$ cat src/rtl/ndn_pkt_pkg.sv
// ndn_pkt_pkg
// Shared constants and types for the NDN SPI receive path.
//   - Packet lengths: interest = metadata + 64-bit prefix, data = interest + 256-bit payload.
//   - TYPE_BIT selects interest (1) or data (0) inside the metadata byte.
//   - Receive / transmit state encodings for spi_rx_framer.
package ndn_pkt_pkg;

  localparam logic [5:0] INTEREST_BYTES = 6'd9;
  localparam logic [5:0] DATA_BYTES     = 6'd41;
  localparam int         TYPE_BIT       = 6;

  localparam logic [7:0] META_INTEREST  = 8'h70;
  localparam logic [7:0] META_DATA      = 8'h30;

  typedef enum logic [0:0] {
    RX_IDLE = 1'b0,
    RX_BODY = 1'b1
  } rx_state_e;

  typedef enum logic [1:0] {
    TX_IDLE   = 2'd0,
    TX_START  = 2'd1,
    TX_STREAM = 2'd2
  } tx_state_e;

  // Total packet length implied by a metadata byte.
  function automatic logic [5:0] pkt_len(input logic [7:0] meta);
    if (meta[TYPE_BIT]) begin
      return INTEREST_BYTES;
    end else begin
      return DATA_BYTES;
    end
  endfunction

endpackage

$ cat src/rtl/spi_rx_framer_if.sv
// spi_rx_framer_if
// Bundles the SPI slave pins and the FIB-facing outputs of spi_rx_framer.
//   master : drives spi_sclk / spi_mosi / spi_cs_n, observes the FIB side.
//   slave  : the framer; receives SPI pins, drives RX_valid, data_SPI_to_FIB,
//            busy, packet_dropped and drop_count.
interface spi_rx_framer_if;
  logic       spi_sclk;
  logic       spi_mosi;
  logic       spi_cs_n;
  logic       RX_valid;
  logic [7:0] data_SPI_to_FIB;
  logic       busy;
  logic       packet_dropped;
  logic [7:0] drop_count;

  modport master (
    output spi_sclk, spi_mosi, spi_cs_n,
    input  RX_valid, data_SPI_to_FIB, busy, packet_dropped, drop_count
  );

  modport slave (
    input  spi_sclk, spi_mosi, spi_cs_n,
    output RX_valid, data_SPI_to_FIB, busy, packet_dropped, drop_count
  );
endinterface

$ cat src/rtl/spi_byte_deserializer.sv
// spi_byte_deserializer
// Brings the asynchronous SPI pins into the clk domain and assembles bytes.
// Ports:
//   clk, rst          system clock, asynchronous active-low reset
//   sclk_i, mosi_i, cs_n_i   raw SPI pins (mode 0, MSB first)
//   byte_o            last assembled byte
//   byte_strobe_o     one-cycle pulse when byte_o is new
//   cs_rise_o         one-cycle pulse on synchronised chip-select deassertion
//   cs_n_sync_o       synchronised chip select level
module spi_byte_deserializer (
  input  logic       clk,
  input  logic       rst,
  input  logic       sclk_i,
  input  logic       mosi_i,
  input  logic       cs_n_i,
  output logic [7:0] byte_o,
  output logic       byte_strobe_o,
  output logic       cs_rise_o,
  output logic       cs_n_sync_o
);

  logic       sclk_meta_q, sclk_sync_q, sclk_prev_q;
  logic       mosi_meta_q, mosi_sync_q;
  logic       cs_meta_q, cs_sync_q, cs_prev_q;
  logic [6:0] shift_q, shift_d;
  logic [2:0] bit_cnt_q, bit_cnt_d;
  logic [7:0] byte_q;
  logic       strobe_q, cs_rise_q;
  logic       sclk_rise_s, cs_rise_s, shift_en_s;

  assign sclk_rise_s = sclk_sync_q & ~sclk_prev_q;
  assign cs_rise_s   = cs_sync_q & ~cs_prev_q;
  assign shift_en_s  = ~cs_sync_q & sclk_rise_s;

  // Next shift/bit-count state; a chip-select release always restarts byte alignment.
  always_comb begin
    shift_d   = shift_q;
    bit_cnt_d = bit_cnt_q;
    if (cs_rise_s) begin
      bit_cnt_d = 3'd0;
    end else if (shift_en_s) begin
      shift_d   = {shift_q[5:0], mosi_sync_q};
      bit_cnt_d = bit_cnt_q + 3'd1;
    end else begin
      shift_d   = shift_q;
      bit_cnt_d = bit_cnt_q;
    end
  end

  // Two-flop synchronisers plus edge-history flops; idle bus is sclk=0, cs_n=1.
  always_ff @(posedge clk or negedge rst) begin
    if (!rst) begin
      sclk_meta_q <= 1'b0;
      sclk_sync_q <= 1'b0;
      sclk_prev_q <= 1'b0;
      mosi_meta_q <= 1'b0;
      mosi_sync_q <= 1'b0;
      cs_meta_q   <= 1'b1;
      cs_sync_q   <= 1'b1;
      cs_prev_q   <= 1'b1;
    end else begin
      sclk_meta_q <= sclk_i;
      sclk_sync_q <= sclk_meta_q;
      sclk_prev_q <= sclk_sync_q;
      mosi_meta_q <= mosi_i;
      mosi_sync_q <= mosi_meta_q;
      cs_meta_q   <= cs_n_i;
      cs_sync_q   <= cs_meta_q;
      cs_prev_q   <= cs_sync_q;
    end
  end

  // Shift register, bit counter and registered byte/strobe outputs.
  always_ff @(posedge clk or negedge rst) begin
    if (!rst) begin
      shift_q   <= 7'd0;
      bit_cnt_q <= 3'd0;
      byte_q    <= 8'd0;
      strobe_q  <= 1'b0;
      cs_rise_q <= 1'b0;
    end else begin
      shift_q   <= shift_d;
      bit_cnt_q <= bit_cnt_d;
      cs_rise_q <= cs_rise_s;
      // The eighth bit completes the byte directly from the incoming sample.
      if (!cs_rise_s && shift_en_s && (bit_cnt_q == 3'd7)) begin
        byte_q   <= {shift_q, mosi_sync_q};
        strobe_q <= 1'b1;
      end else begin
        strobe_q <= 1'b0;
      end
    end
  end

  assign byte_o        = byte_q;
  assign byte_strobe_o = strobe_q;
  assign cs_rise_o     = cs_rise_q;
  assign cs_n_sync_o   = cs_sync_q;

endmodule

$ cat src/rtl/spi_rx_framer.sv
// spi_rx_framer
// Receives one NDN packet over SPI, buffers it, then replays it to the FIB as
// an RX_valid pulse followed by one byte per clock.
// Ports:
//   clk   system clock
//   rst   asynchronous active-low reset
//   bus   spi_rx_framer_if.slave:
//           spi_sclk/spi_mosi/spi_cs_n  SPI slave pins (sclk <= clk/4)
//           RX_valid        one-cycle packet-start pulse
//           data_SPI_to_FIB packet byte stream
//           busy            high from the RX_valid cycle through the last byte
//           packet_dropped  one-cycle pulse when a partial packet is discarded
//           drop_count      saturating drop counter
// Build option: define SPI_RX_DROP_COUNT_EN to implement drop_count; otherwise
// it reads as zero and no counter flops exist.
module spi_rx_framer
  import ndn_pkt_pkg::*;
(
  input  logic            clk,
  input  logic            rst,
  spi_rx_framer_if.slave  bus
);

  logic [7:0] byte_s;
  logic       byte_strobe_s, cs_rise_s, cs_n_sync_s;

  spi_byte_deserializer u_deser (
    .clk           (clk),
    .rst           (rst),
    .sclk_i        (bus.spi_sclk),
    .mosi_i        (bus.spi_mosi),
    .cs_n_i        (bus.spi_cs_n),
    .byte_o        (byte_s),
    .byte_strobe_o (byte_strobe_s),
    .cs_rise_o     (cs_rise_s),
    .cs_n_sync_o   (cs_n_sync_s)
  );

  rx_state_e  rx_state_q;
  logic [5:0] wr_ptr_q, expected_len_q;
  logic       done_q;           // packet complete in this frame; wait for cs_n release
  logic       pkt_ready_q, packet_dropped_q;

  tx_state_e  tx_state_q;
  logic [5:0] rd_ptr_q, tx_len_q;
  logic       rx_valid_q, busy_q;
  logic [7:0] data_q;

  logic [7:0] pkt_buf_q [0:DATA_BYTES-1];
  logic       wr_en_s;
  logic [5:0] wr_addr_s;

  // Buffer write port: byte 0 starts a packet from idle, later bytes follow wr_ptr.
  always_comb begin
    wr_en_s   = 1'b0;
    wr_addr_s = 6'd0;
    if (byte_strobe_s && (rx_state_q == RX_BODY)) begin
      wr_en_s   = 1'b1;
      wr_addr_s = wr_ptr_q;
    end else if (byte_strobe_s && (rx_state_q == RX_IDLE) && !done_q) begin
      wr_en_s   = 1'b1;
      wr_addr_s = 6'd0;
    end else begin
      wr_en_s   = 1'b0;
      wr_addr_s = 6'd0;
    end
  end

  // Packet storage; contents are always written before being replayed, so no reset.
  always_ff @(posedge clk) begin
    if (wr_en_s && (wr_addr_s < DATA_BYTES)) begin
      pkt_buf_q[wr_addr_s] <= byte_s;
    end
  end

  // Receive FSM: byte position, length latch, completion and abort detection.
  always_ff @(posedge clk or negedge rst) begin
    if (!rst) begin
      rx_state_q       <= RX_IDLE;
      wr_ptr_q         <= 6'd0;
      expected_len_q   <= 6'd0;
      done_q           <= 1'b0;
      pkt_ready_q      <= 1'b0;
      packet_dropped_q <= 1'b0;
    end else begin
      pkt_ready_q      <= 1'b0;
      packet_dropped_q <= 1'b0;
      // Re-arm only once chip select has been released.
      done_q <= cs_n_sync_s ? 1'b0 : done_q;
      case (rx_state_q)
        RX_IDLE: begin
          if (byte_strobe_s && !done_q) begin
            expected_len_q <= pkt_len(byte_s);
            wr_ptr_q       <= 6'd1;
            rx_state_q     <= RX_BODY;
          end else begin
            rx_state_q     <= RX_IDLE;
          end
        end
        RX_BODY: begin
          if (byte_strobe_s) begin
            if ((wr_ptr_q + 6'd1) == expected_len_q) begin
              pkt_ready_q <= 1'b1;
              wr_ptr_q    <= 6'd0;
              done_q      <= 1'b1;
              rx_state_q  <= RX_IDLE;
            end else begin
              wr_ptr_q    <= wr_ptr_q + 6'd1;
            end
          end else if (cs_rise_s) begin
            packet_dropped_q <= 1'b1;
            wr_ptr_q         <= 6'd0;
            rx_state_q       <= RX_IDLE;
          end else begin
            rx_state_q       <= RX_BODY;
          end
        end
        default: begin
          wr_ptr_q   <= 6'd0;
          rx_state_q <= RX_IDLE;
        end
      endcase
    end
  end

  // Transmit FSM: one start cycle with RX_valid, then tx_len bytes from the buffer.
  // A following packet may overwrite the buffer while streaming; its writes
  // trail the read pointer by a wide margin at sclk <= clk/4.
  always_ff @(posedge clk or negedge rst) begin
    if (!rst) begin
      tx_state_q <= TX_IDLE;
      rd_ptr_q   <= 6'd0;
      tx_len_q   <= 6'd0;
      rx_valid_q <= 1'b0;
      busy_q     <= 1'b0;
      data_q     <= 8'd0;
    end else begin
      case (tx_state_q)
        TX_IDLE: begin
          if (pkt_ready_q) begin
            tx_len_q   <= expected_len_q;
            rd_ptr_q   <= 6'd0;
            rx_valid_q <= 1'b1;
            busy_q     <= 1'b1;
            tx_state_q <= TX_START;
          end else begin
            rx_valid_q <= 1'b0;
            busy_q     <= 1'b0;
          end
        end
        TX_START: begin
          rx_valid_q <= 1'b0;
          data_q     <= pkt_buf_q[rd_ptr_q];
          rd_ptr_q   <= rd_ptr_q + 6'd1;
          tx_state_q <= TX_STREAM;
        end
        TX_STREAM: begin
          if (rd_ptr_q == tx_len_q) begin
            // data_q keeps the last byte until the next packet.
            busy_q     <= 1'b0;
            tx_state_q <= TX_IDLE;
          end else begin
            data_q     <= pkt_buf_q[rd_ptr_q];
            rd_ptr_q   <= rd_ptr_q + 6'd1;
          end
        end
        default: begin
          rx_valid_q <= 1'b0;
          busy_q     <= 1'b0;
          tx_state_q <= TX_IDLE;
        end
      endcase
    end
  end

`ifdef SPI_RX_DROP_COUNT_EN
  logic [7:0] drop_cnt_q;

  // Saturating count of discarded partial packets; cleared only by reset.
  always_ff @(posedge clk or negedge rst) begin
    if (!rst) begin
      drop_cnt_q <= 8'd0;
    end else if (packet_dropped_q && (drop_cnt_q != 8'hFF)) begin
      drop_cnt_q <= drop_cnt_q + 8'd1;
    end else begin
      drop_cnt_q <= drop_cnt_q;
    end
  end

  assign bus.drop_count = drop_cnt_q;
`else
  assign bus.drop_count = 8'h00;
`endif

  assign bus.RX_valid        = rx_valid_q;
  assign bus.data_SPI_to_FIB = data_q;
  assign bus.busy            = busy_q;
  assign bus.packet_dropped  = packet_dropped_q;

endmodule

$ cat src/flat_wrapper.sv
// flat-port wrapper written by rule: the top's interface ports become plain ports
module spi_rx_framer_flat import ndn_pkt_pkg::*;
  (clk, rst, bus_spi_sclk, bus_spi_mosi, bus_spi_cs_n, bus_RX_valid, bus_data_SPI_to_FIB, bus_busy, bus_packet_dropped, bus_drop_count);
  spi_rx_framer_if bus_i ();
  input  logic clk;
  input  logic rst;
  input wire logic [$bits(bus_i.spi_sclk)-1:0] bus_spi_sclk;
  input wire logic [$bits(bus_i.spi_mosi)-1:0] bus_spi_mosi;
  input wire logic [$bits(bus_i.spi_cs_n)-1:0] bus_spi_cs_n;
  output wire logic [$bits(bus_i.RX_valid)-1:0] bus_RX_valid;
  output wire logic [$bits(bus_i.data_SPI_to_FIB)-1:0] bus_data_SPI_to_FIB;
  output wire logic [$bits(bus_i.busy)-1:0] bus_busy;
  output wire logic [$bits(bus_i.packet_dropped)-1:0] bus_packet_dropped;
  output wire logic [$bits(bus_i.drop_count)-1:0] bus_drop_count;
  assign bus_i.spi_sclk = bus_spi_sclk;
  assign bus_i.spi_mosi = bus_spi_mosi;
  assign bus_i.spi_cs_n = bus_spi_cs_n;
  assign bus_RX_valid = bus_i.RX_valid;
  assign bus_data_SPI_to_FIB = bus_i.data_SPI_to_FIB;
  assign bus_busy = bus_i.busy;
  assign bus_packet_dropped = bus_i.packet_dropped;
  assign bus_drop_count = bus_i.drop_count;
  spi_rx_framer u_core (.clk(clk), .rst(rst), .bus(bus_i));
endmodule
$ cat config.mk
export PLATFORM = sky130hd
export DESIGN_NAME = spi_rx_framer_flat
export DESIGN_NICKNAME = d
export VERILOG_FILES = /design/src/rtl/ndn_pkt_pkg.sv /design/src/rtl/spi_rx_framer_if.sv /design/src/rtl/spi_byte_deserializer.sv /design/src/rtl/spi_rx_framer.sv /design/src/flat_wrapper.sv
export SDC_FILE = /design/constraint.sdc
export NUM_CORES = 1
export LEC_CHECK = 0
export CORE_MARGIN = 2
export CORE_UTILIZATION = 45
export CTS_CLUSTER_SIZE = 12
export DETAILED_ROUTE_END_ITERATION = 10
export SYNTH_ARGS = -nofsm -noshare
export SYNTH_HDL_FRONTEND = slang
export SYNTH_SLANG_ARGS = --single-unit
$ cat constraint.sdc
create_clock -name clk -period 4 [get_ports clk]
set_clock_uncertainty 0.1 [all_clocks]
set_input_delay 0.4 -clock clk [delete_from_list [all_inputs] [get_ports clk]]
set_output_delay 0.4 -clock clk [all_outputs]
set_load 0.03 [all_outputs]
==> reports/metrics.cfg, run 1 <==
[run_status]
outcome=finished, final reports clean

[clock_tree]
cts_buffers=41
worstSkewPairLatency_ps=540
clkSinkCount=388
clk_transition_reported_paths_ps=60
cts.path.max_buffers=3
cts-htree-levels=2
cts_tree=yes
cts_setup_buffers=0
root_buffer=clkbuf_16

[yosys]
netlist_top_cells_count=edfxtp_1 (328), mux4_2 (94), nor2_1 (76)
yosys.area.top_type_share_pct=63.6
ys_async_sr_fraction_pct=15.5
synth_cells=822
synth-seq-cells=388
yosysMostFrequentCell=edfxtp_1
ys.flop_type=edfxtp_1
synth_area_sq_um=15500
syn_avg_cell_area_sq_um=18.8
synth_edf_count=328
synth_seq_area_share_pct=73.4
ys_warn_count=0
synthDistinctLibCells=47
ys_top_cells_by_area=edfxtp_1 (64%), mux4_2 (14%), dfrtp_1 (9.2%)
yosys.area.top_type=edfxtp_1

[timing]
hold_viol=0
grt_setup_unrepaired=no
timing.final.crit_period_ps=3350
report.final.slew_viol_count=0
tns_ps=0
post-route-period-util_pct=83.7
slew_headroom_pct=20.1
clock.fmax_mhz=299
worst_slew_pin_slew_ps=1200
setup_viol=0

[cells_and_area]
drive_gt1_share_pct=26.5
fin_util_pct=52.3
area_growth_pct=13.8
diodes=0
instances_no_fill=1358
final_net_count=898

[floorplan]
io-pin-count=24
die_area_sq_um=35900
chipWidth_microns=189
die_y_microns=189
core_area_sq_um=33700
placementRows=67
start_util_pct=45.9

[worst_hold_path]
min_path_cells=1
hp-class=in2reg
holdPathEnd=u_core.u_deser.cs_meta_q
hp-start=bus_spi_cs_n

[worst_setup_path]
cp_max_fo=16
arrival_ps=3400
end_kind=flop
r2r_cells=5
cp.required_ps=4050
reg2reg_from=u_core.wr_ptr_q[2]
reg2reg_to=u_core.pkt_buf_q[14][4]
cp-start-kind=flop
critPathKind=reg2reg
r2r_slack_ps=650

[place]
io_buffer_count=15
dp_hpwl_microns=20800
gp_congestion=0.805
dp.cells=1287

[route]
dr_total_vias=7751
drc=0
viasPerCell=5.71
wirelength_microns=33100
wire_per_inst_microns=24.4
firstDrtPassIters=5
ant_nets=0
drtIter0Drc=652

[global_routing]
grt_util_met1_pct=26.7
gr-usage-met3_pct=3.89
grt_pass1_wl_microns=50200
grt_usage_pct=19.0
grt_pass1_vias=8058
antenna_found_initial=0
grt_overflow=0
grtUsageMet2_pct=30.6
grt_max_degree=44
busiest_layer=met2

[pwr]
peakVddDrop_mv=0.277
cellPowerDensity_nw_per_um2=458
total_power_mw=8.08
cellLeakagePower_nw=5.32

[flow_run]
drv_cap=0

[registers in the layout, indices dropped and copies added (netlist names), 2 cells and up]
register and flops:
u_core.wr_ptr_q 6, u_core.pkt_buf_q 328, u_core.tx_state_q 2, u_core.rd_ptr_q 6, u_core.u_deser.byte_o 8, u_core.u_deser.bit_cnt_q 3
u_core.bus.data_SPI_to_FIB 8, u_core.u_deser.shift_q 7, u_core.expected_len_q 2, u_core.tx_len_q 2
[routing by layer]
layer	wire length (microns)	up-vias
met5	0	-
met4	720	0
met3	2150	60
met2	16000	253
met1	14200	4063
li1	-	3375
[logic make-up (layout without fill, tap and decap cells)]
kind of cell / count (synthesis) / in the layout / synth area share [%]
adder cells (fa/ha/maj): 10 / 10 / 0.808
multiplexers: 128 / 128 / 16.1
AND/OR/NAND/NOR: 176 / 176 / 5.33
buffers and inverters: 59 / 140 / 1.94
flip-flops: 388 / 388 / 73.4
other: 1 / 8 / 0.0242
AO/OA/AOI/OAI: 57 / 57 / 2.24
XOR/XNOR: 3 / 3 / 0.170
[layout make-up]
class | instances | area (sq um)
clock buffers | 62 | 1170
clock inverters | 8 | 104
fillers | 2694 | 16100
inverters | 6 | 22.5
multi-input cells | 382 | 3850
flip-flops and latches | 388 | 11400
well taps | 448 | 561
repair buffers | 64 | 553
[cells in the final DEF (no fill, tap or decap), types with 3 or more instances in the layout]
cell type        count
nand2b_1             4
nand3b_1             5
clkdlybuf4s50_1     14
inv_1                6
o21ai_0             27
buf_4               45
or3_1                3
nor2_1              76
edfxtp_1           328
mux4_2              94
clkbuf_16           42
and2_1               8
clkbuf_8             4
mux2_2              33
a21oi_1              7
nand3_1             15
nand4_1              6
o31ai_1              3
conb_1               8
ha_1                10
clkinv_2             3
nor2b_1              6
clkbuf_1            16
dfrtp_1             51
a31oi_1              3
dfstp_2              3
buf_12               3
nor3_1               4
dfrtp_2              5
o22ai_1              3
nand2_1             36
a22o_1               4
[stage by stage]
stage,setup slack (ps),cell area [sq um],hold slack [ps]
after CTS,670,17600,154
after detailed placement,711,16300,239
final,653,17600,171
after global routing,501,17600,175
after global placement,803,16300,232
after floorplan,1200,15500,4.41
[critical path: stages (launching register included)]
cell and delay (ps):
dfrtp_1 530, or3_1 480, a21o_1 190, a21oi_1 460, or3b_2 640, nor2_1 560
[power by group]
group | switching (mW) | internal, mW | leakage [nW]
Sequential | 0.0290 | 4.38 | 3.45
Clock | 1.45 | 2.13 | 0.618
Combinational | 0.0513 | 0.0411 | 1.25
[worst max path at each step]
stage	start	endpoint	slack, ps
2_1_floorplan	u_core.wr_ptr_q[1]	u_core.pkt_buf_q[38][0]	1200
3_3_place_gp	u_core.wr_ptr_q[2]	u_core.pkt_buf_q[14][0]	800
3_5_place_dp	u_core.wr_ptr_q[2]	u_core.pkt_buf_q[22][3]	710
4_1_cts	u_core.wr_ptr_q[2]	u_core.pkt_buf_q[22][7]	670
5_1_grt	u_core.wr_ptr_q[2]	u_core.pkt_buf_q[14][6]	500
6_report	u_core.wr_ptr_q[2]	u_core.pkt_buf_q[14][4]	650
[timing repair]
action                                  CTS  global route
resized for setup                         0             0
endpoints found under the setup margin    0             0
endpoints found under the hold margin    31             0
hold buffers                              1             0
(Power assumes the default switching activity.)
==> run 2, diff against run 1 <==
Clock period 4 ns to 3.2 ns, I/O delays scaled along.
==> reports/metrics.cfg, run 2 (synthesis gave the netlist of run 1 again) <==
[worst_setup_path]
critPathMostFrequentCell=mux4_2
arrival_ps=3040  ; -360 ps
startpoint=u_core.rd_ptr_q[2]
critPathBufInv=1  ; +1
slowest_delay_ps=720  ; +80 ps
critPathKind=reg2reg
end_kind=flop
cp_max_fo=22  ; +6
cp.required_ps=3520  ; -530 ps
crit_chain=buf_12 > mux4_2 > mux4_2 > mux4_2 > nor2_1 > nor2_1
reg2reg_to=u_core.bus.data_SPI_to_FIB[1]
reg2reg_from=u_core.rd_ptr_q[2]
r2r_cells=6  ; +1
cp_top_family=multiplexers
slowest_stage=dfrtp_2
cp-start-kind=flop
r2r_slack_ps=480  ; -170 ps

[route]
drtIter0Drc=698  ; +7.1%
firstDrtPassIters=5  ; unchanged
drc=0  ; unchanged
ant_nets=0  ; unchanged
wirelength_microns=34200  ; +3.5%
viasPerCell=5.70  ; -0.15%
wire_per_inst_microns=24.8  ; +2.0%
dr_total_vias=7853  ; +1.3%

[floorplan]
core_area_sq_um=33700  ; unchanged
placementRows=67  ; unchanged
die_y_microns=189  ; unchanged
start_util_pct=45.9  ; unchanged
chipWidth_microns=189  ; unchanged
die_area_sq_um=35900  ; unchanged
io-pin-count=24  ; unchanged

[pwr]
cellPowerDensity_nw_per_um2=574  ; +25%
cellLeakagePower_nw=5.45  ; +2.5%
peakVddDrop_mv=0.371  ; +34%

[timing]
clock.fmax_mhz=368  ; +23%
post-route-period-util_pct=85.0  ; +1.3 points
tns_ps=0  ; unchanged
timing.final.crit_period_ps=2720  ; -628 ps
setup_viol=0  ; unchanged
grt_setup_unrepaired=no
worst_slew_pin_slew_ps=1270  ; +76.4 ps
slew_headroom_pct=15.0  ; -5.1 points
report.final.slew_viol_count=0  ; unchanged
hold_viol=0  ; unchanged

[cells_and_area]
diodes=0  ; unchanged
final_net_count=916  ; +2.0%
largest_reg_flops=328  ; unchanged
nFillCells=2614  ; -3.0%
regMostFlops=u_core.pkt_buf_q
final_cell_mix=edfxtp_1 (328), mux4_2 (94), nor2_1 (76)
drive_gt1_share_pct=27.8  ; +1.4 points
area_growth_pct=15.1
layout_commonest_cell=edfxtp_1
fin_area_sq_um=17800  ; +1.1%

[global_routing]
grt_pass1_vias=8187  ; +1.6%
grt_pass1_wl_microns=51500  ; +2.5%
grt_max_degree=43  ; -2.3%
grt_overflow=0  ; unchanged
antenna_found_initial=0  ; unchanged
grt_usage_pct=19.7  ; +0.65 points

[clock_tree]
cts.path.max_buffers=3  ; unchanged
cts_buffers=41  ; unchanged
root_buffer=clkbuf_16
cts_tree=yes
clk_transition_reported_paths_ps=60  ; about the same
cts-htree-levels=2  ; unchanged
worstSkewPairLatency_ps=540  ; about the same
clkSinkCount=388  ; unchanged
hold_buffers=1  ; unchanged
cts-resized-gates=0  ; unchanged
cts_setup_buffers=0  ; unchanged

[place]
gp_congestion=0.778  ; -3.4%
place_area_sq_um=16500  ; +1.0%
io_buffer_count=15  ; unchanged
dp_hpwl_microns=21400  ; +2.9%

[run_status]
outcome=finished, final reports clean

[worst_hold_path]
holdPathEnd=u_core.u_deser.cs_meta_q
hp-start=bus_spi_cs_n
hp-class=in2reg
min_path_cells=1  ; unchanged

[flow_run]
drv_cap=0  ; unchanged

-- run 2: cell count changes in the layout (fill, tap and decap cells not counted), sizes merged --
cell / previous run / this run
clkbuf: 62 / 63
clkinv: 6 / 5
inv: 6 / 8
buf: 49 / 67
-- run 2: report_power, final --
group          internal, mW  switching, mW
Combinational        0.0522         0.0651
Sequential             5.47         0.0371
Clock                  2.74           1.85
-- run 2: through the flow --
| step | hold WS [ps] | cells | total power, mW | util, % | setup slack, ps |
|---|---|---|---|---|---|
| 2_1_floorplan | -75.6 | 829 | 5.68 | - | 396 |
| 3_3_place_gp | 234 | 1305 | 5.72 | 49.0 | 459 |
| 3_5_place_dp | 236 | 1305 | 5.73 | 49.0 | 468 |
| 4_1_cts | 92.4 | 1378 | 10.3 | 52.9 | 448 |
| 5_1_grt | 107 | 1378 | 10.5 | 52.9 | 362 |
| 6_report | 107 | 1378 | 10.2 | 52.9 | 480 |
-- run 2: area by class of cell --
| type | count | area, sq um | share of cell area, % |
|---|---|---|---|
| clock buffer | 63 | 1200 | 6.74 |
| clock inverter | 9 | 98.8 | 0.555 |
| inverter | 6 | 22.5 | 0.126 |
| sequential | 388 | 11400 | 63.8 |
| multi-input combinational | 382 | 3850 | 21.6 |
| timing repair buffer | 82 | 726 | 4.07 |
| tap | 448 | 561 | 3.15 |
-- run 2: worst max path at each step --
stage | endpoint | slack [ps] | depth (start not counted)
after floorplan | u_core.pkt_buf_q[38][0] | 400 | 6
after global placement | u_core.bus.data_SPI_to_FIB[3] | 460 | 6
after detailed placement | u_core.bus.data_SPI_to_FIB[1] | 470 | 6
after CTS | u_core.bus.data_SPI_to_FIB[1] | 450 | 6
after global routing | u_core.bus.data_SPI_to_FIB[6] | 360 | 6
final | u_core.bus.data_SPI_to_FIB[1] | 480 | 6
-- run 2: per-layer routing --
layer | share of wire, % | track usage (%) | vias to the layer above
met5 | 0 | 0 | -
met4 | 2.8 | 6.89 | 0
met3 | 7.1 | 4.06 | 64
met2 | 49 | 32.0 | 287
met1 | 41 | 26.6 | 4105
li1 | - | - | 3397
